<file path="config.mk">
export PLATFORM = sky130hd
export DESIGN_NAME = decode_hazard_ctrl_flat
export DESIGN_NICKNAME = d
export VERILOG_FILES = /design/src/rtl/decode_hazard_ctrl_pkg.sv /design/src/rtl/decode_hazard_ctrl_if.sv /design/src/rtl/inst_class_decode.sv /design/src/rtl/decode_hazard_ctrl.sv /design/src/flat_wrapper.sv
export SDC_FILE = /design/constraint.sdc
export NUM_CORES = 1
export LEC_CHECK = 0
export ABC_AREA = 0
export CAP_MARGIN = 20
export CORE_MARGIN = 1
export CORE_UTILIZATION = 44
export CTS_CLUSTER_SIZE = 10
export DETAILED_ROUTE_END_ITERATION = 16
export GPL_TIMING_DRIVEN = 0
export PLACE_DENSITY = 0.92
export SLEW_MARGIN = 20
export SYNTH_ARGS = -nofsm -noshare
export SYNTH_HDL_FRONTEND = slang
export SYNTH_SLANG_ARGS = --single-unit
</file>
<file path="constraint.sdc">
create_clock -name clk -period 4.45 [get_ports clk]
set_clock_uncertainty 0.15 [all_clocks]
set_input_delay 1.1125 -clock clk [delete_from_list [all_inputs] [get_ports clk]]
set_output_delay 1.1125 -clock clk [all_outputs]
set_load 0.01 [all_outputs]
</file>
<file path="src/rtl/decode_hazard_ctrl_pkg.sv">
// Shared RV32I decode constants: opcodes, operand-forwarding selects,
// CSR serialization FSM states and the in-flight register tracker record.
package riscv_consts;

    localparam logic [6:0] OPC_LOAD   = 7'h03;
    localparam logic [6:0] OPC_OPIMM  = 7'h13;
    localparam logic [6:0] OPC_OP     = 7'h33;
    localparam logic [6:0] OPC_STORE  = 7'h23;
    localparam logic [6:0] OPC_BRANCH = 7'h63;
    localparam logic [6:0] OPC_LUI    = 7'h37;
    localparam logic [6:0] OPC_AUIPC  = 7'h17;
    localparam logic [6:0] OPC_JAL    = 7'h6F;
    localparam logic [6:0] OPC_JALR   = 7'h67;
    localparam logic [6:0] OPC_SYSTEM = 7'h73;

    // Operand select encodings for the ID/EX operand muxes
    localparam logic [1:0] FWD_RF = 2'd0;
    localparam logic [1:0] FWD_EX = 2'd1;
    localparam logic [1:0] FWD_WB = 2'd2;

    typedef enum logic [1:0] {
        CSR_IDLE  = 2'd0,
        CSR_DRAIN = 2'd1,
        CSR_ISSUE = 2'd2
    } csr_state_e;

    // What the controller remembers about an instruction in EX or WB
    typedef struct packed {
        logic       valid;
        logic [4:0] rd;
        logic       writes_rd;
        logic       is_load;
    } trk_t;

endpackage

</file>
<file path="src/rtl/decode_hazard_ctrl_if.sv">
// Decode-stage sequencing bus: ID instruction and redirect in, pipeline
// control and forwarding selects out.
interface decode_hazard_ctrl_if;

    logic        id_valid;
    logic [31:0] id_inst;
    logic        ex_redirect;
    logic        id_stall;
    logic        ex_bubble;
    logic        id_flush;
    logic [1:0]  fwd_a;
    logic [1:0]  fwd_b;
    logic        ex_valid_o;
    logic        wb_valid_o;
    logic        csr_busy;

    // Pipeline side that presents instructions and consumes control
    modport master (
        output id_valid, id_inst, ex_redirect,
        input  id_stall, ex_bubble, id_flush, fwd_a, fwd_b,
               ex_valid_o, wb_valid_o, csr_busy
    );

    // Controller side
    modport slave (
        input  id_valid, id_inst, ex_redirect,
        output id_stall, ex_bubble, id_flush, fwd_a, fwd_b,
               ex_valid_o, wb_valid_o, csr_busy
    );

endinterface

</file>
<file path="src/rtl/inst_class_decode.sv">
// Opcode-level RV32I instruction classifier shared by the hazard controller
// and the immediate generator.
module inst_class_decode
    import riscv_consts::*;
(
    input  logic [31:0] inst,
    output logic        writes_rd,
    output logic        uses_rs1,
    output logic        uses_rs2,
    output logic        is_load,
    output logic        is_csr,
    output logic [4:0]  rd,
    output logic [4:0]  rs1,
    output logic [4:0]  rs2
);

    logic wr_raw;
    logic unused_bits;

    assign rd  = inst[11:7];
    assign rs1 = inst[19:15];
    assign rs2 = inst[24:20];
    // Immediate and most funct fields do not affect classification
    assign unused_bits = ^{inst[31:25], inst[13:12]};

    // Classify by opcode; unknown opcodes neither read nor write registers
    always_comb begin
        // NOTE: every output gets a default first so no path leaves a latch.
        wr_raw   = 1'b0;
        uses_rs1 = 1'b0;
        uses_rs2 = 1'b0;
        is_load  = 1'b0;
        is_csr   = 1'b0;
        unique case (inst[6:0])
            OPC_LOAD:   begin wr_raw = 1'b1; uses_rs1 = 1'b1; is_load = 1'b1; end
            OPC_OPIMM:  begin wr_raw = 1'b1; uses_rs1 = 1'b1; end
            OPC_OP:     begin wr_raw = 1'b1; uses_rs1 = 1'b1; uses_rs2 = 1'b1; end
            OPC_STORE:  begin uses_rs1 = 1'b1; uses_rs2 = 1'b1; end
            OPC_BRANCH: begin uses_rs1 = 1'b1; uses_rs2 = 1'b1; end
            OPC_LUI:    wr_raw = 1'b1;
            OPC_AUIPC:  wr_raw = 1'b1;
            OPC_JAL:    wr_raw = 1'b1;
            OPC_JALR:   begin wr_raw = 1'b1; uses_rs1 = 1'b1; end
            // Immediate CSR forms (funct3[2]=1) carry a zimm, not rs1
            OPC_SYSTEM: begin wr_raw = 1'b1; uses_rs1 = ~inst[14]; is_csr = 1'b1; end
            default: ;
        endcase
    end

    // Writes to x0 are discarded, so they never create a dependency
    assign writes_rd = wr_raw & (rd != 5'd0);

endmodule

</file>
<file path="src/rtl/decode_hazard_ctrl.sv">
// Decode-stage sequencing for the 3-stage RV32I core: tracks EX/WB
// destinations, resolves RAW hazards by forwarding or stalling, kills ID on
// redirects and drains the pipeline ahead of CSR instructions.
module decode_hazard_ctrl
    import riscv_consts::*;
#(
    parameter bit FWD_EN        = 1'b1,
    parameter bit CSR_SERIALIZE = 1'b1
) (
    input  logic                  clk,
    input  logic                  rst,
    decode_hazard_ctrl_if.slave   bus
);

    logic       writes_rd, uses_rs1, uses_rs2, is_load, is_csr;
    logic [4:0] rd, rs1, rs2;

    trk_t       ex_q, wb_q, ex_d;
    csr_state_e state_q;
    logic       busy_q;

    logic ex_hit_a, ex_hit_b, wb_hit_a, wb_hit_b;
    logic load_use, raw_stall, csr_hold, pipe_busy, stall_int, bubble;

    inst_class_decode u_dec (
        .inst      (bus.id_inst),
        .writes_rd (writes_rd),
        .uses_rs1  (uses_rs1),
        .uses_rs2  (uses_rs2),
        .is_load   (is_load),
        .is_csr    (is_csr),
        .rd        (rd),
        .rs1       (rs1),
        .rs2       (rs2)
    );

    // Source matches against in-flight producers; x0 is never a dependency
    assign ex_hit_a = bus.id_valid & uses_rs1 & (rs1 != 5'd0) & ex_q.valid & ex_q.writes_rd & (ex_q.rd == rs1);
    assign ex_hit_b = bus.id_valid & uses_rs2 & (rs2 != 5'd0) & ex_q.valid & ex_q.writes_rd & (ex_q.rd == rs2);
    assign wb_hit_a = bus.id_valid & uses_rs1 & (rs1 != 5'd0) & wb_q.valid & wb_q.writes_rd & (wb_q.rd == rs1);
    assign wb_hit_b = bus.id_valid & uses_rs2 & (rs2 != 5'd0) & wb_q.valid & wb_q.writes_rd & (wb_q.rd == rs2);

    // Load data only exists in WB, so a consumer right behind a load waits one cycle
    assign load_use  = ex_q.is_load & (ex_hit_a | ex_hit_b);
    assign raw_stall = !FWD_EN & (ex_hit_a | ex_hit_b | wb_hit_a | wb_hit_b);
    assign pipe_busy = ex_q.valid | wb_q.valid;
    assign csr_hold  = CSR_SERIALIZE &
                       (((state_q == CSR_IDLE) & bus.id_valid & is_csr & pipe_busy) |
                        (state_q == CSR_DRAIN));
    assign stall_int = load_use | raw_stall | csr_hold;

    // A redirect kills ID outright, so it replaces any stall with a flush
    assign bubble        = bus.ex_redirect | stall_int;
    assign bus.ex_bubble = bubble;
    assign bus.id_stall  = stall_int & ~bus.ex_redirect;
    assign bus.id_flush  = bus.ex_redirect;

    assign bus.ex_valid_o = ex_q.valid;
    assign bus.wb_valid_o = wb_q.valid;
    assign bus.csr_busy   = busy_q;

    // Operand selects: EX is the younger producer and wins over WB
    always_comb begin
        bus.fwd_a = FWD_RF;
        bus.fwd_b = FWD_RF;
        if (FWD_EN) begin
            if (ex_hit_a & ~ex_q.is_load) bus.fwd_a = FWD_EX;
            else if (wb_hit_a)            bus.fwd_a = FWD_WB;
            if (ex_hit_b & ~ex_q.is_load) bus.fwd_b = FWD_EX;
            else if (wb_hit_b)            bus.fwd_b = FWD_WB;
        end
    end

    // Record the ID instruction for EX unless it is being held or killed
    always_comb begin
        ex_d.valid     = bus.id_valid & ~bubble;
        ex_d.rd        = rd;
        ex_d.writes_rd = writes_rd;
        ex_d.is_load   = is_load;
    end

    // Advance the EX/WB trackers every cycle
    always_ff @(posedge clk) begin
        // NOTE: sequential state uses non-blocking assignments so all flops
        // update from pre-edge values regardless of statement order.
        if (rst) begin
            ex_q <= '0;
            wb_q <= '0;
        end else begin
            ex_q <= ex_d;
            wb_q <= ex_q;
        end
    end

    // CSR drain FSM: hold the CSR in ID until EX and WB are empty, then issue it
    always_ff @(posedge clk) begin
        if (rst || bus.ex_redirect) begin
            state_q <= CSR_IDLE;
            busy_q  <= 1'b0;
        end else begin
            unique case (state_q)
                CSR_IDLE: begin
                    // An outstanding load-use stall resolves before draining starts
                    if (CSR_SERIALIZE && bus.id_valid && is_csr && pipe_busy && !load_use) begin
                        state_q <= CSR_DRAIN;
                        busy_q  <= 1'b1;
                    end
                end
                CSR_DRAIN: begin
                    if (!pipe_busy) state_q <= CSR_ISSUE;
                end
                CSR_ISSUE: begin
                    state_q <= CSR_IDLE;
                    busy_q  <= 1'b0;
                end
                default: begin
                    state_q <= CSR_IDLE;
                    busy_q  <= 1'b0;
                end
            endcase
        end
    end

endmodule

</file>
<file path="src/flat_wrapper.sv">
// flat-port wrapper written by rule: the top's interface ports become plain ports
module decode_hazard_ctrl_flat import riscv_consts::*;
#(
    parameter bit FWD_EN        = 1'b1,
    parameter bit CSR_SERIALIZE = 1'b1
)
  (clk, rst, bus_id_valid, bus_id_inst, bus_ex_redirect, bus_id_stall, bus_ex_bubble, bus_id_flush, bus_fwd_a, bus_fwd_b, bus_ex_valid_o, bus_wb_valid_o, bus_csr_busy);
  decode_hazard_ctrl_if bus_i ();
  input  logic clk;
  input  logic rst;
  input wire logic [$bits(bus_i.id_valid)-1:0] bus_id_valid;
  input wire logic [$bits(bus_i.id_inst)-1:0] bus_id_inst;
  input wire logic [$bits(bus_i.ex_redirect)-1:0] bus_ex_redirect;
  output wire logic [$bits(bus_i.id_stall)-1:0] bus_id_stall;
  output wire logic [$bits(bus_i.ex_bubble)-1:0] bus_ex_bubble;
  output wire logic [$bits(bus_i.id_flush)-1:0] bus_id_flush;
  output wire logic [$bits(bus_i.fwd_a)-1:0] bus_fwd_a;
  output wire logic [$bits(bus_i.fwd_b)-1:0] bus_fwd_b;
  output wire logic [$bits(bus_i.ex_valid_o)-1:0] bus_ex_valid_o;
  output wire logic [$bits(bus_i.wb_valid_o)-1:0] bus_wb_valid_o;
  output wire logic [$bits(bus_i.csr_busy)-1:0] bus_csr_busy;
  assign bus_i.id_valid = bus_id_valid;
  assign bus_i.id_inst = bus_id_inst;
  assign bus_i.ex_redirect = bus_ex_redirect;
  assign bus_id_stall = bus_i.id_stall;
  assign bus_ex_bubble = bus_i.ex_bubble;
  assign bus_id_flush = bus_i.id_flush;
  assign bus_fwd_a = bus_i.fwd_a;
  assign bus_fwd_b = bus_i.fwd_b;
  assign bus_ex_valid_o = bus_i.ex_valid_o;
  assign bus_wb_valid_o = bus_i.wb_valid_o;
  assign bus_csr_busy = bus_i.csr_busy;
  decode_hazard_ctrl #(.FWD_EN(FWD_EN), .CSR_SERIALIZE(CSR_SERIALIZE)) u_core (.clk(clk), .rst(rst), .bus(bus_i));
endmodule
</file>
# Word level (Yosys, flattened, before mapping)

Cells that the tools add are included.

Register bits after elaboration: 18
Input port bits: 36
Logic and storage cells: 89

Equality and inequality tests: 17
Mux-type cells: 14
Bitwise operators: 35
Reduce and logical (&&, ||, !) cells: 14

Operators with widths:

| kind                                          | number |
|---|---|
| == test 7 bit, second input constant          | 4 |
| bitwise AND 1 bit                             | 25 |
| == test 7 x 6 -> 1 bit, second input constant | 3 |
| == test 5 bit                                 | 4 |
| nonzero test 5 bit                            | 3 |
| == test 7 x 5 -> 1 bit, second input constant | 2 |
| two-way mux 2 bit                             | 6 |
| OR reduction 8 bit                            | 1 |
| == test 7 x 2 -> 1 bit, second input constant | 1 |
| OR reduction 6 bit                            | 1 |
| two-way mux 1 bit                             | 5 |
| inverter 1 bit                                | 5 |
| OR 1 bit                                      | 5 |
| != test 2 bit, second input constant          | 2 |
| case mux 1 bit (2 select lines)               | 2 |
| case mux 2 bit (2 select lines)               | 1 |
| AND reduction 2 bit                           | 2 |
| logical AND 1 bit                             | 3 |
| OR reduction 3 bit                            | 1 |
| == test 2 x 1 -> 1 bit, second input constant | 1 |
| zero test 2 bit                               | 1 |
| zero test 1 bit                               | 1 |
| logical OR 1 bit                              | 1 |

# Longest topological paths before layout

Gate-level depths: netlist of run 1.

Depth after elaboration: 14
Depth in mapped cells: 5
Mapped depth without buffers: 5

# Modules after synthesis

Synthesis of run 1 repeated with hierarchy kept, for this count alone.

Cells, all modules: 130
Area total of the unflattened synthesis: 1,178.6 sq um

By module, submodules not included:

| module             | instances | cells each | area an instance (sq um) | sequential area each (sq um) |
|---|---|---|---|---|
| decode_hazard_ctrl | 1         | 96         | 925.9                    | 360.3 |
| inst_class_decode  | 1         | 34         | 252.7                    | 0.0 |

# Worst setup path before layout of run 1

OpenSTA, ideal clock, no wires.

Path type: input port to output port
From: input bus_id_inst[3]
To: output bus_fwd_b[1]
Arrival time: 2.316 ns
Slack: 0.871 ns
Cell stages on the path: 5
Path buffers: 0
Cell sequence: nand4b_1 -> a211oi_2 -> o21ai_1 -> nor4_1 -> nor2_1

Word-level cells in the longest chain between the ends: 10
Elaborated cells between the ends (all ways): 16
Classes of those cells: eq/ne: 3; mux: 3; bitwise: 9; reduce/logical: 1

RTL lines:

| element                                                        | line                                               | RTL |
|---|---|---|
| start, declared                                                | flat_wrapper.sv:12                                 | `input wire logic [$bits(bus_i.id_inst)-1:0] bus_id_inst;` |
| == test 7 x 6 -> 1 bit / == test 7 bit (equally long branches) | inst_class_decode.sv:34                            | `unique case (inst[6:0])` |
| OR reduction 3 bit (no line) (*)                               | n/a                                                |  |
| two-way mux 1 bit (*)                                          | inst_class_decode.sv:34                            |  |
| bitwise AND 1 bit (*) (2 in series)                            | decode_hazard_ctrl.sv:39, decode_hazard_ctrl.sv:41 |  |
| bitwise AND 1 bit (on tied branches) (3 in series)             | decode_hazard_ctrl.sv:41, decode_hazard_ctrl.sv:39 |  |
| two-way mux 2 bit / bitwise AND 1 bit (equally long branches)  | decode_hazard_ctrl.sv:70, decode_hazard_ctrl.sv:69 |  |
| two-way mux 2 bit (*)                                          | decode_hazard_ctrl.sv:69                           | `if (ex_hit_b & ~ex_q.is_load) bus.fwd_b = FWD_EX;` |
| end, declared                                                  | flat_wrapper.sv:18                                 | `output wire logic [$bits(bus_i.fwd_b)-1:0] bus_fwd_b;` |

Mark *: on every way between the ends. The rest lies on a longest branch, timed or not.

# Final worst setup path of run 1

From: input bus_id_inst[17]
To: output bus_id_stall

Word-level cells in the longest chain between the ends: 9
Elaborated cells between the ends (all ways): 10
Classes of those cells: eq/ne: 1; bitwise: 8; reduce/logical: 1

RTL lines:

| element                         | line                     | RTL |
|---|---|---|
| nonzero test 5 bit              | decode_hazard_ctrl.sv:38 | `assign ex_hit_a = bus.id_valid & uses_rs1 & (rs1 != 5'd0) & ex_q.valid & ex_q.writes_rd & (ex_q.rd == rs1);` |
| bitwise AND 1 bit (3 in series) | decode_hazard_ctrl.sv:38 |  |
| bitwise AND 1 bit (*)           | decode_hazard_ctrl.sv:38 |  |
| OR 1 bit (*)                    | decode_hazard_ctrl.sv:44 | `assign load_use = ex_q.is_load & (ex_hit_a \| ex_hit_b);` |
| bitwise AND 1 bit (*)           | decode_hazard_ctrl.sv:44 |  |
| OR 1 bit (*)                    | decode_hazard_ctrl.sv:50 | `assign stall_int = load_use \| raw_stall \| csr_hold;` |
| bitwise AND 1 bit (*)           | decode_hazard_ctrl.sv:55 | `assign bus.id_stall = stall_int & ~bus.ex_redirect;` |
| end, declared                   | flat_wrapper.sv:14       | `output wire logic [$bits(bus_i.id_stall)-1:0] bus_id_stall;` |

Marks and branches as above.

==> results by group, run 1 <==
Layout
  • Fillers: 178
  • Final core occ: 0.682
  • Share of layout cells above drive strength 1: 0.127
  • Area growth, synth to finish: 45.0%
  • # nets final: 194
  • N_diodes: 0

Global routing
  • Initial antenna violation count: 0
  • Aggregate global routing overflow: 0
  • Largest net degree at the start of global routing: 11
  • All-Layer GR Usage: 0.214
  • Vias in the first global route: 1004
  • First-pass GRT wire length: 4120 um

Logic synthesis
  • Post-Synthesis Cells: 114
  • Post-synth net total: 150
  • Top cells by count, synth: dfxtp_1 (18), xnor2_1 (16), nor2b_1 (13), nor2_1 (9), nand2_1 (8)
  • Post-synth EDFFs: 0
  • Syn Std Cell Area: 1050 sq um
  • Syn avg cell area: 9.22 sq um
  • Most common cell in the netlist: dfxtp_1
  • Unique cell type count in the Yosys netlist: 36
  • Ys flop type: dfxtp_1
  • Synthesized flop and latch total: 18
  • Top cell type's share of synthesized area: 0.343
  • Most area-consuming cells after synthesis: dfxtp_1 (34%), xnor2_1 (13%), nor2b_1 (7.7%), xor2_1 (3.3%), nor2_1 (3.2%)
  • Synth async-reset ratio: 0
  • Synth area leader: dfxtp_1
  • Synth warn: 0
  • Register area share after synthesis: 0.343

Clock network
  • CTS max path bufs: 2
  • H-tree depth: 1
  • CTS tree: yes
  • Clock transition at path regs: 0.10 ns
  • Cts hold-fix bufs: 0
  • Clock latency on the worst-skew pair: 0.29 ns
  • Cts bufs inserted: 3
  • Root Buffer: clkbuf_4
  • Clk sinks: 18

Floorplanning
  • Die footprint: 2590 sq um
  • Overall die height: 50.9 um
  • FP Rows: 17
  • Core Box Area: 2230 sq um
  • Starting density of the core: 0.471
  • Ports: 46
  • Die width: 50.9 um

Power
  • P_sw: 84.8 uW
  • Register share of total power: 0.501
  • Maximum vdd drop: 0.174 mV
  • Logic pwr share: 0.214
  • Leakage: 0.559 nW
  • Clock power share: 0.285
  • Net Sw Frac: 0.247
  • Pwr per Cell Area: 225 nW/um^2
  • Int Pwr: 259 uW

Timing
  • Post-layout min period: 4.39 ns
  • Fmax achieved: 228 MHz
  • Fin crit share: 0.986
  • Slew headroom: 0.731
  • Slew Viols, Final: 0
  • Setup TNS: 0 ns
  • Worst-margin pin slew: 0.404 ns
  • Final-report setup violation count: 0
  • Final Hold Fails: 0

Worst setup path
  • R2r worst-path depth: 6
  • CP required: 3.19 ns
  • CP arrival: 3.13 ns
  • Reg2reg setup slack: 2.60 ns
  • Reg2reg end: u_core.bus.ex_valid_o
  • Critical Path Sink Type: primary output
  • Worst R2R Start: u_core.bus.ex_valid_o
  • CP Cell Sequence: clkdlybuf4s50_1 -> or4_4 -> o21bai_4 -> a2111oi_4 -> a211oi_2 -> buf_4 -> nor2_1 -> dlygate4sd2_1
  • CP peak stage delay: 0.57 ns
  • Slowest CP cell: or4_4
  • Critical-path maximum fanout: 3
  • Type of origin of the critical path: primary input
  • Critical path class: in -> out

Worst hold path
  • HP Class: reg -> reg
  • Hold depth: 1
  • HP Start: u_core.ex_q[1]
  • Hold Path Sink: u_core.wb_q[1]

Flow run
  • Number of max-cap violations: 0

Placement
  • IO Port Bufs: 36
  • Final GP Congestion: 0.957
  • DPL Wire Length: 2100 um

Routing
  • WL met1: 1060 um
  • Drt pass-1 iters: 4
  • Mean routed wirelength per cell: 13.9 um
  • Residual DRC: 0
  • Met2 WL post-DR: 1280 um
  • Via count: 1022
  • Top Metal Used: met4
  • Final antenna-violating net count: 0
  • Final WL: 2580 um
  • Via/cell ratio: 5.52
  • Initial DRC count: 19
  • Met3 WL: 151 um

Run status
  • Outcome: completed
area by class of cell:
class / count / area [sq um] / area share
plain buffers: 2 / 11.3 / 0.00739
clock buffers: 4 / 36.3 / 0.0238
inverters: 1 / 3.75 / 0.00246
multi-input cells: 93 / 704 / 0.462
flip-flops and latches: 18 / 360 / 0.236
well taps: 28 / 35.0 / 0.0230
repair buffers: 39 / 373 / 0.245
per-layer routing:
metal	vias to the layer above	track usage
met3	12	0.0327
met1	473	0.237
met2	43	0.384
met4	0	0.125
met5	-	0
li1	494	-
worst max-delay path, delay by kind of cell:
kind            cells  cell delay [ns]
compound gates      3             0.49
buf+inv             3             0.93
simple gates        2             0.60
sequential cells by signal, indices dropped and copies added (netlist names):
signal / flops
u_core.bus.ex_valid_o: 1
u_core.bus.wb_valid_o: 1
u_core.state_q: 2
u_core.ex_q: 7
u_core.bus.csr_busy: 1
u_core.wb_q: 6
power groups by stage:
stage	Combinational, mW	Clock [mW]	Sequential [mW]
after floorplan	0.0322	0	0.174
after global placement	0.0689	0	0.175
after detailed placement	0.0714	0	0.176
after CTS	0.0729	0.0993	0.172
after global routing	0.0787	0.108	0.173
final	0.0737	0.0977	0.172
worst max path at each step:
stage	start	end	slack, ns	cells past startpoint
2_1_floorplan	bus_id_inst[3]	bus_fwd_b[1]	0.87	5
3_3_place_gp	bus_id_inst[3]	bus_id_stall	-0.18	7
3_5_place_dp	bus_id_inst[3]	bus_fwd_b[1]	-0.19	7
4_1_cts	bus_id_inst[17]	bus_id_stall	0.05	8
5_1_grt	bus_id_inst[3]	bus_fwd_a[1]	-0.007	8
6_report	bus_id_inst[17]	bus_id_stall	0.06	8
repair_timing:
item	CTS	global route
setup endpoints to repair	5	1
resized for setup	11	1
pin swaps	4	0
setup buffers	3	0
cell usage in the layout, fill, tap and decap left out, types with 2 or more instances in the layout:
| cell type | netlist | routed |
|---|---|---|
| clkdlybuf4s50_1 | 0 | 28 |
| dfxtp_1 | 18 | 18 |
| xnor2_1 | 16 | 15 |
| nor2b_1 | 13 | 13 |
| nor2_1 | 9 | 9 |
| nand2_1 | 8 | 8 |
| dlygate4sd2_1 | 0 | 8 |
| nand4_1 | 5 | 5 |
| xor2_1 | 4 | 4 |
| buf_4 | 1 | 4 |
| or4_1 | 3 | 3 |
| clkbuf_4 | 0 | 3 |
| nand2b_4 | 0 | 2 |
| a211oi_2 | 2 | 2 |
| and2_1 | 2 | 2 |
| nor4_1 | 3 | 2 |
| a21o_1 | 2 | 2 |
| a21oi_1 | 2 | 2 |
| nor3_1 | 2 | 2 |
| and3_1 | 2 | 2 |
metrics by stage:
step	hold slack [ns]	power [mW]	cells	worst slack [ns]	cell area [sq um]
floorplan	0.280	0.206	114	0.871	1050
global placement	0.286	0.244	178	-0.184	1450
detailed placement	0.298	0.247	178	-0.187	1450
CTS	0.317	0.344	185	0.0490	1520
global route	0.334	0.360	185	-0.00656	1520
finish	0.316	0.344	185	0.0606	1520
kinds of logic after synthesis:
family	count (synthesis)	share of synthesized area
simple gates	58	0.330
xor+xnor	20	0.167
flops	18	0.343
compound gates	15	0.146
buf+inv	3	0.0143
Note: power is estimated with default switching activity, not from simulation.
==> inputs of run 2 (changes only) <==
--- a/config.mk
+++ b/config.mk
@@ -7,6 +7,7 @@
 export LEC_CHECK = 0
 export ABC_AREA = 0
 export CAP_MARGIN = 20
+export CORE_ASPECT_RATIO = 1.1
 export CORE_MARGIN = 1
 export CORE_UTILIZATION = 44
 export CTS_CLUSTER_SIZE = 10
==> results by group, run 2 (same netlist as run 1, synthesis figures left out) <==
Worst setup path
  • CP arrival: 3.08 ns
  • Type of origin of the critical path: primary input
  • Reg2reg setup slack: 2.53 ns
  • Slowest CP cell: or4_1
  • CP Cell Sequence: clkdlybuf4s50_1 -> nand2b_1 -> a211oi_2 -> o21ai_1 -> or4_1 -> nor2_1 -> dlygate4sd2_1
  • Critical Path Sink Type: primary output
  • Buffers and inverters on the worst path: 2
  • CP delay by family, top: simple AND/OR/NAND/NOR gates
  • R2r worst-path depth: 6
  • CP peak stage delay: 0.52 ns
  • CP required: 3.19 ns
  • Worst R2R Start: u_core.ex_q[5]
  • Critical-path maximum fanout: 5
  • Critical path class: in -> out
  • Reg2reg end: u_core.bus.ex_valid_o

Routing
  • Initial DRC count: 13
  • Final antenna-violating net count: 0
  • Via/cell ratio: 5.23
  • Final WL: 2810 um
  • Mean routed wirelength per cell: 14.9 um
  • Drt pass-1 iters: 4
  • Residual DRC: 0
  • Via count: 983

Power
  • Net Sw Frac: 0.248
  • Clock power share: 0.279
  • Overall Power: 344 uW
  • Logic pwr share: 0.220
  • Register share of total power: 0.500
  • Pwr per Cell Area: 220 nW/um^2
  • Maximum vdd drop: 0.280 mV
  • Int Pwr: 259 uW
  • P_sw: 85.3 uW
  • Leakage: 0.581 nW

Timing
  • Fmax achieved: 230 MHz
  • Post-layout min period: 4.35 ns
  • Final Hold Fails: 0
  • Fin crit share: 0.976
  • Slew Viols, Final: 0
  • Slew headroom: 0.732
  • Worst-margin pin slew: 0.398 ns
  • Final-report setup violation count: 0

Flow run
  • Number of max-cap violations: 0

Floorplanning
  • Starting density of the core: 0.467
  • Core Box Area: 2250 sq um
  • Ports: 46
  • FP Rows: 18
  • Overall die height: 53.3 um
  • Die footprint: 2590 sq um
  • Die width: 48.6 um

Worst hold path
  • HP Start: u_core.bus.csr_busy
  • Hold depth: 1
  • HP Class: reg -> reg
  • Hold Path Sink: u_core.bus.csr_busy

Layout
  • Biggest register: u_core.ex_q
  • Max FFs per register: 7
  • # nets final: 195
  • Non-filler cells, final: 188
  • Area growth, synth to finish: 48.9%
  • N_diodes: 0
  • Top flop regs: u_core.ex_q: 7 flops, u_core.wb_q: 6 flops, u_core.state_q: 2 flops
  • Share of layout cells above drive strength 1: 0.165
  • Most frequent cells in the layout: clkdlybuf4s50_1 (27), dfxtp_1 (18), xnor2_1 (14)
  • Leading cell type in the layout, fill and taps excluded: clkdlybuf4s50_1

Run status
  • Outcome: completed

Placement
  • IO Port Bufs: 36
  • Placed cells: 180
  • DPL Wire Length: 2240 um
  • Final GP Congestion: 0.911

Global routing
  • Initial antenna violation count: 0
  • Aggregate global routing overflow: 0
  • Largest net degree at the start of global routing: 11
  • All-Layer GR Usage: 0.239
  • Vias in the first global route: 1014
  • First-pass GRT wire length: 4550 um

Clock network
  • Clk sinks: 18
  • Cts bufs inserted: 3
  • CTS tree: yes
  • Root Buffer: clkbuf_4
  • H-tree depth: 1
  • Clock transition at path regs: 0.09 ns
  • Clock latency on the worst-skew pair: 0.29 ns
  • CTS max path bufs: 2
## run 2: power groups by stage
stage / Sequential, mW / Combinational (mW) / Clock [mW]
after floorplan: 0.174 / 0.0322 / 0
after global placement: 0.175 / 0.0696 / 0
after detailed placement: 0.176 / 0.0722 / 0
after CTS: 0.172 / 0.0733 / 0.0985
after global routing: 0.173 / 0.0810 / 0.109
final: 0.172 / 0.0758 / 0.0961
## run 2: worst max-delay path by stage
stage	start	to	slack, ns	cells past startpoint
after floorplan	bus_id_inst[3]	bus_fwd_b[1]	0.87	5
after global placement	bus_id_inst[3]	bus_fwd_b[1]	-0.17	7
after detailed placement	bus_id_inst[3]	bus_fwd_b[1]	-0.19	7
after CTS	bus_id_inst[3]	bus_ex_bubble	0.02	8
after global routing	bus_id_inst[4]	bus_fwd_b[1]	-0.003	7
final	bus_id_inst[4]	bus_fwd_b[1]	0.10	7
## run 2: cell type report
class | count | area [sq um]
Buffer | 2 | 11.3
Clock buffer | 4 | 36.3
Fill cell | 176 | 687
Inverter | 1 | 3.75
Multi-Input combinational cell | 93 | 733
Sequential cell | 18 | 360
Tap cell | 30 | 37.5
Timing Repair Buffer | 40 | 383
## run 2: layer usage
metal,vias to the layer above,GRT usage,part of all wire
met5,-,0,0
met4,0,0.142,0.018
met3,7,0.0316,0.041
met2,35,0.465,0.53
met1,448,0.246,0.41
li1,493,-,-
## run 2: timing repair
item,in CTS,in global routing
pin swaps,5,3
hold buffers,0,0
resized for setup,11,10
gates cloned,0,0
endpoints found under the setup margin,6,4
setup buffers,3,1
## run 2: metrics by stage
stage          area (sq um)  utilization  setup TNS (ns)  hold slack (ns)  setup WS [ns]
6_report               1570        0.695               0            0.312          0.105
5_1_grt                1570        0.695        -0.00298            0.335       -0.00298
3_3_place_gp           1450        0.643          -0.415            0.288         -0.168
3_5_place_dp           1450        0.643          -0.668            0.301         -0.195
2_1_floorplan          1050            -               0            0.280          0.871
4_1_cts                1520        0.676               0            0.323         0.0153
==> RTL change: new RTL, flow settings as in run 2 <==
`CSR_SERIALIZE` is set to 1'b1 in 2 places; all go to 1'b0.
--- a/src/rtl/decode_hazard_ctrl.sv
+++ b/src/rtl/decode_hazard_ctrl.sv
@@ -6,5 +6,5 @@
 #(
     parameter bit FWD_EN        = 1'b1,
-    parameter bit CSR_SERIALIZE = 1'b1
+    parameter bit CSR_SERIALIZE = 1'b0
 ) (
     input  logic                  clk,
--- a/src/flat_wrapper.sv
+++ b/src/flat_wrapper.sv
@@ -3,5 +3,5 @@
 #(
     parameter bit FWD_EN        = 1'b1,
-    parameter bit CSR_SERIALIZE = 1'b1
+    parameter bit CSR_SERIALIZE = 1'b0
 )
   (clk, rst, bus_id_valid, bus_id_inst, bus_ex_redirect, bus_id_stall, bus_ex_bubble, bus_id_flush, bus_fwd_a, bus_fwd_b, bus_ex_valid_o, bus_wb_valid_o, bus_csr_busy);
Behaviour: not the same (Yosys sat finds a counterexample within 4 cycles, from zero or initial values and one cycle with rst high).
==> RTL change against run 2 <==
The run now ends with DRC left; sequential cell count is 3 lower; critical endpoint is now bus_ex_bubble; sequential power shrank 16%; via count is 14% lower; largest power group unchanged; core utilization about the same; worst setup slack got worse by 23 ps; synthesized cell count is 18% lower; area after synthesis down 19%; routed wire length fell by 21%; cell area fell by 20%; power is 15% lower; critical path type unchanged.
==> RTL change: results (changes against run 2) <==
| Metric | Value |
|---|---|
| Status | finished with violations (was completed) |
| Failing checks | DRC |
| Postcts setup bufs | 0 (was 3) |
| Cts repair resizes | 5 (was 11) |
| First-pass GRT wire length | 3440 microns (was 4550 microns) |
| Fraction of layout cells with a size suffix above 1 | 0.0902 (was 0.165) |
| Residual DRC | 2 (was 0) |
| Hold EP | u_core.wb_q[1] (was u_core.bus.csr_busy) |
| Hold WS | 351 ps (was 312 ps) |
| Synth top area cells | dfxtp_1, xor2_1, nor2b_1 (was dfxtp_1, xnor2_1, nor2b_1) |
| Worst vdd ir | 151 uV (was 280 uV) |
| Critical path arrival | 3110 ps (was 3080 ps) |
| Port bufs | 35 (was 36) |
| Reg-to-reg setup timing slack | 2730 ps (was 2530 ps) |
| Pre-CTS setup slack | -288 ps (was -195 ps) |
| Global placement routability congestion | 0.822 (was 0.911) |
| Fill cells | 135 (was 176) |
| Post-synthesis xor/xnor area fraction | 0.205 (was 0.167) |
| Syn Nets | 130 (was 150) |
| Top flop regs | u_core.ex_q (7), u_core.wb_q (6) (was u_core.ex_q (7), u_core.wb_q (6), u_core.state_q (2)) |
| Final core utilization | 0.695 (about the same) |
| Origin of the worst min-delay path | u_core.ex_q[1] (was u_core.bus.csr_busy) |
| Yosys cell types | 29 (was 36) |
| Seq/Total Area, Yosys | 0.351 (was 0.343) |
| Placed cell areas | 1230 sq um (was 1450 sq um) |
| Non-filler cells, final | 151 (was 188) |
| WL/cell | 14.7 microns (was 14.9 microns) |
| Synth Area in Compound Gates | 0.0761 (was 0.146) |
| All-Layer GR Usage | 0.224 (was 0.239) |
| Max stage delay on crit path | roughly 530 ps |
| Fin nets | 170 (was 195) |
| Worst path slowest cell | or4_4 (was or4_1) |
| Gate Count Post-Synth | 94 (was 114) |
| DR pass1 iterations | 13 (was 4) |
[RTL change: cell count changes after synthesis, moves of 2 or more]
cell	delta
xnor2_1	-8
xor2_1	+8
nand2_1	-6
dfxtp_1	-3
a211oi_2	-2
a21o_1	-2
and2_1	-2
and3_1	-2
nand2b_1	-2
nand3_1	+2
nor3_1	+2
[RTL change: layout make-up]
| type | instances | area share |
|---|---|---|
| Clock inverter | 1 | 0.00400 |
| Inverter | 1 | 0.00300 |
| Sequential cell | 15 | 0.240 |
| Timing Repair Buffer | 35 | 0.278 |
| Tap cell | 18 | 0.0180 |
| Multi-Input combinational cell | 75 | 0.425 |
| Clock buffer | 3 | 0.0180 |
| Buffer | 3 | 0.0150 |
[RTL change: routing by layer]
layer	vias up	global-route usage	routed length (microns)	share of wire
met1	398	0.233	907	0.41
met4	0	0.0909	25	0.011
met2	39	0.456	1180	0.53
met3	2	0.0333	116	0.052
met5	-	0	0	0
li1	408	-	-	-
[RTL change: worst max-delay path by stage]
stage                         startpoint       endpoint  cells past startpoint
after floorplan           bus_id_inst[3]   bus_id_stall                      5
after global placement    bus_id_inst[1]   bus_id_stall                      7
after detailed placement    bus_id_valid   bus_id_stall                      7
after CTS                   bus_id_valid   bus_id_stall                      7
after global routing      bus_id_inst[1]   bus_id_stall                      7
final                       bus_id_valid  bus_ex_bubble                      7
[RTL change: power groups by stage]
stage	Clock, uW	Sequential [uW]	Combinational, uW
final	81.7	144	65.1
after floorplan	0	147	26.2
after global routing	86.6	145	70.3
after detailed placement	0	147	64.5
after CTS	80.0	144	64.8
after global placement	0	147	62.2
[RTL change: critical path: cells and delay by family]
kind	cells	cell delay, ps
buffers and inverters	2	770
and+or+nand+nor	2	650
AOI/OAI and AO/OA	3	570
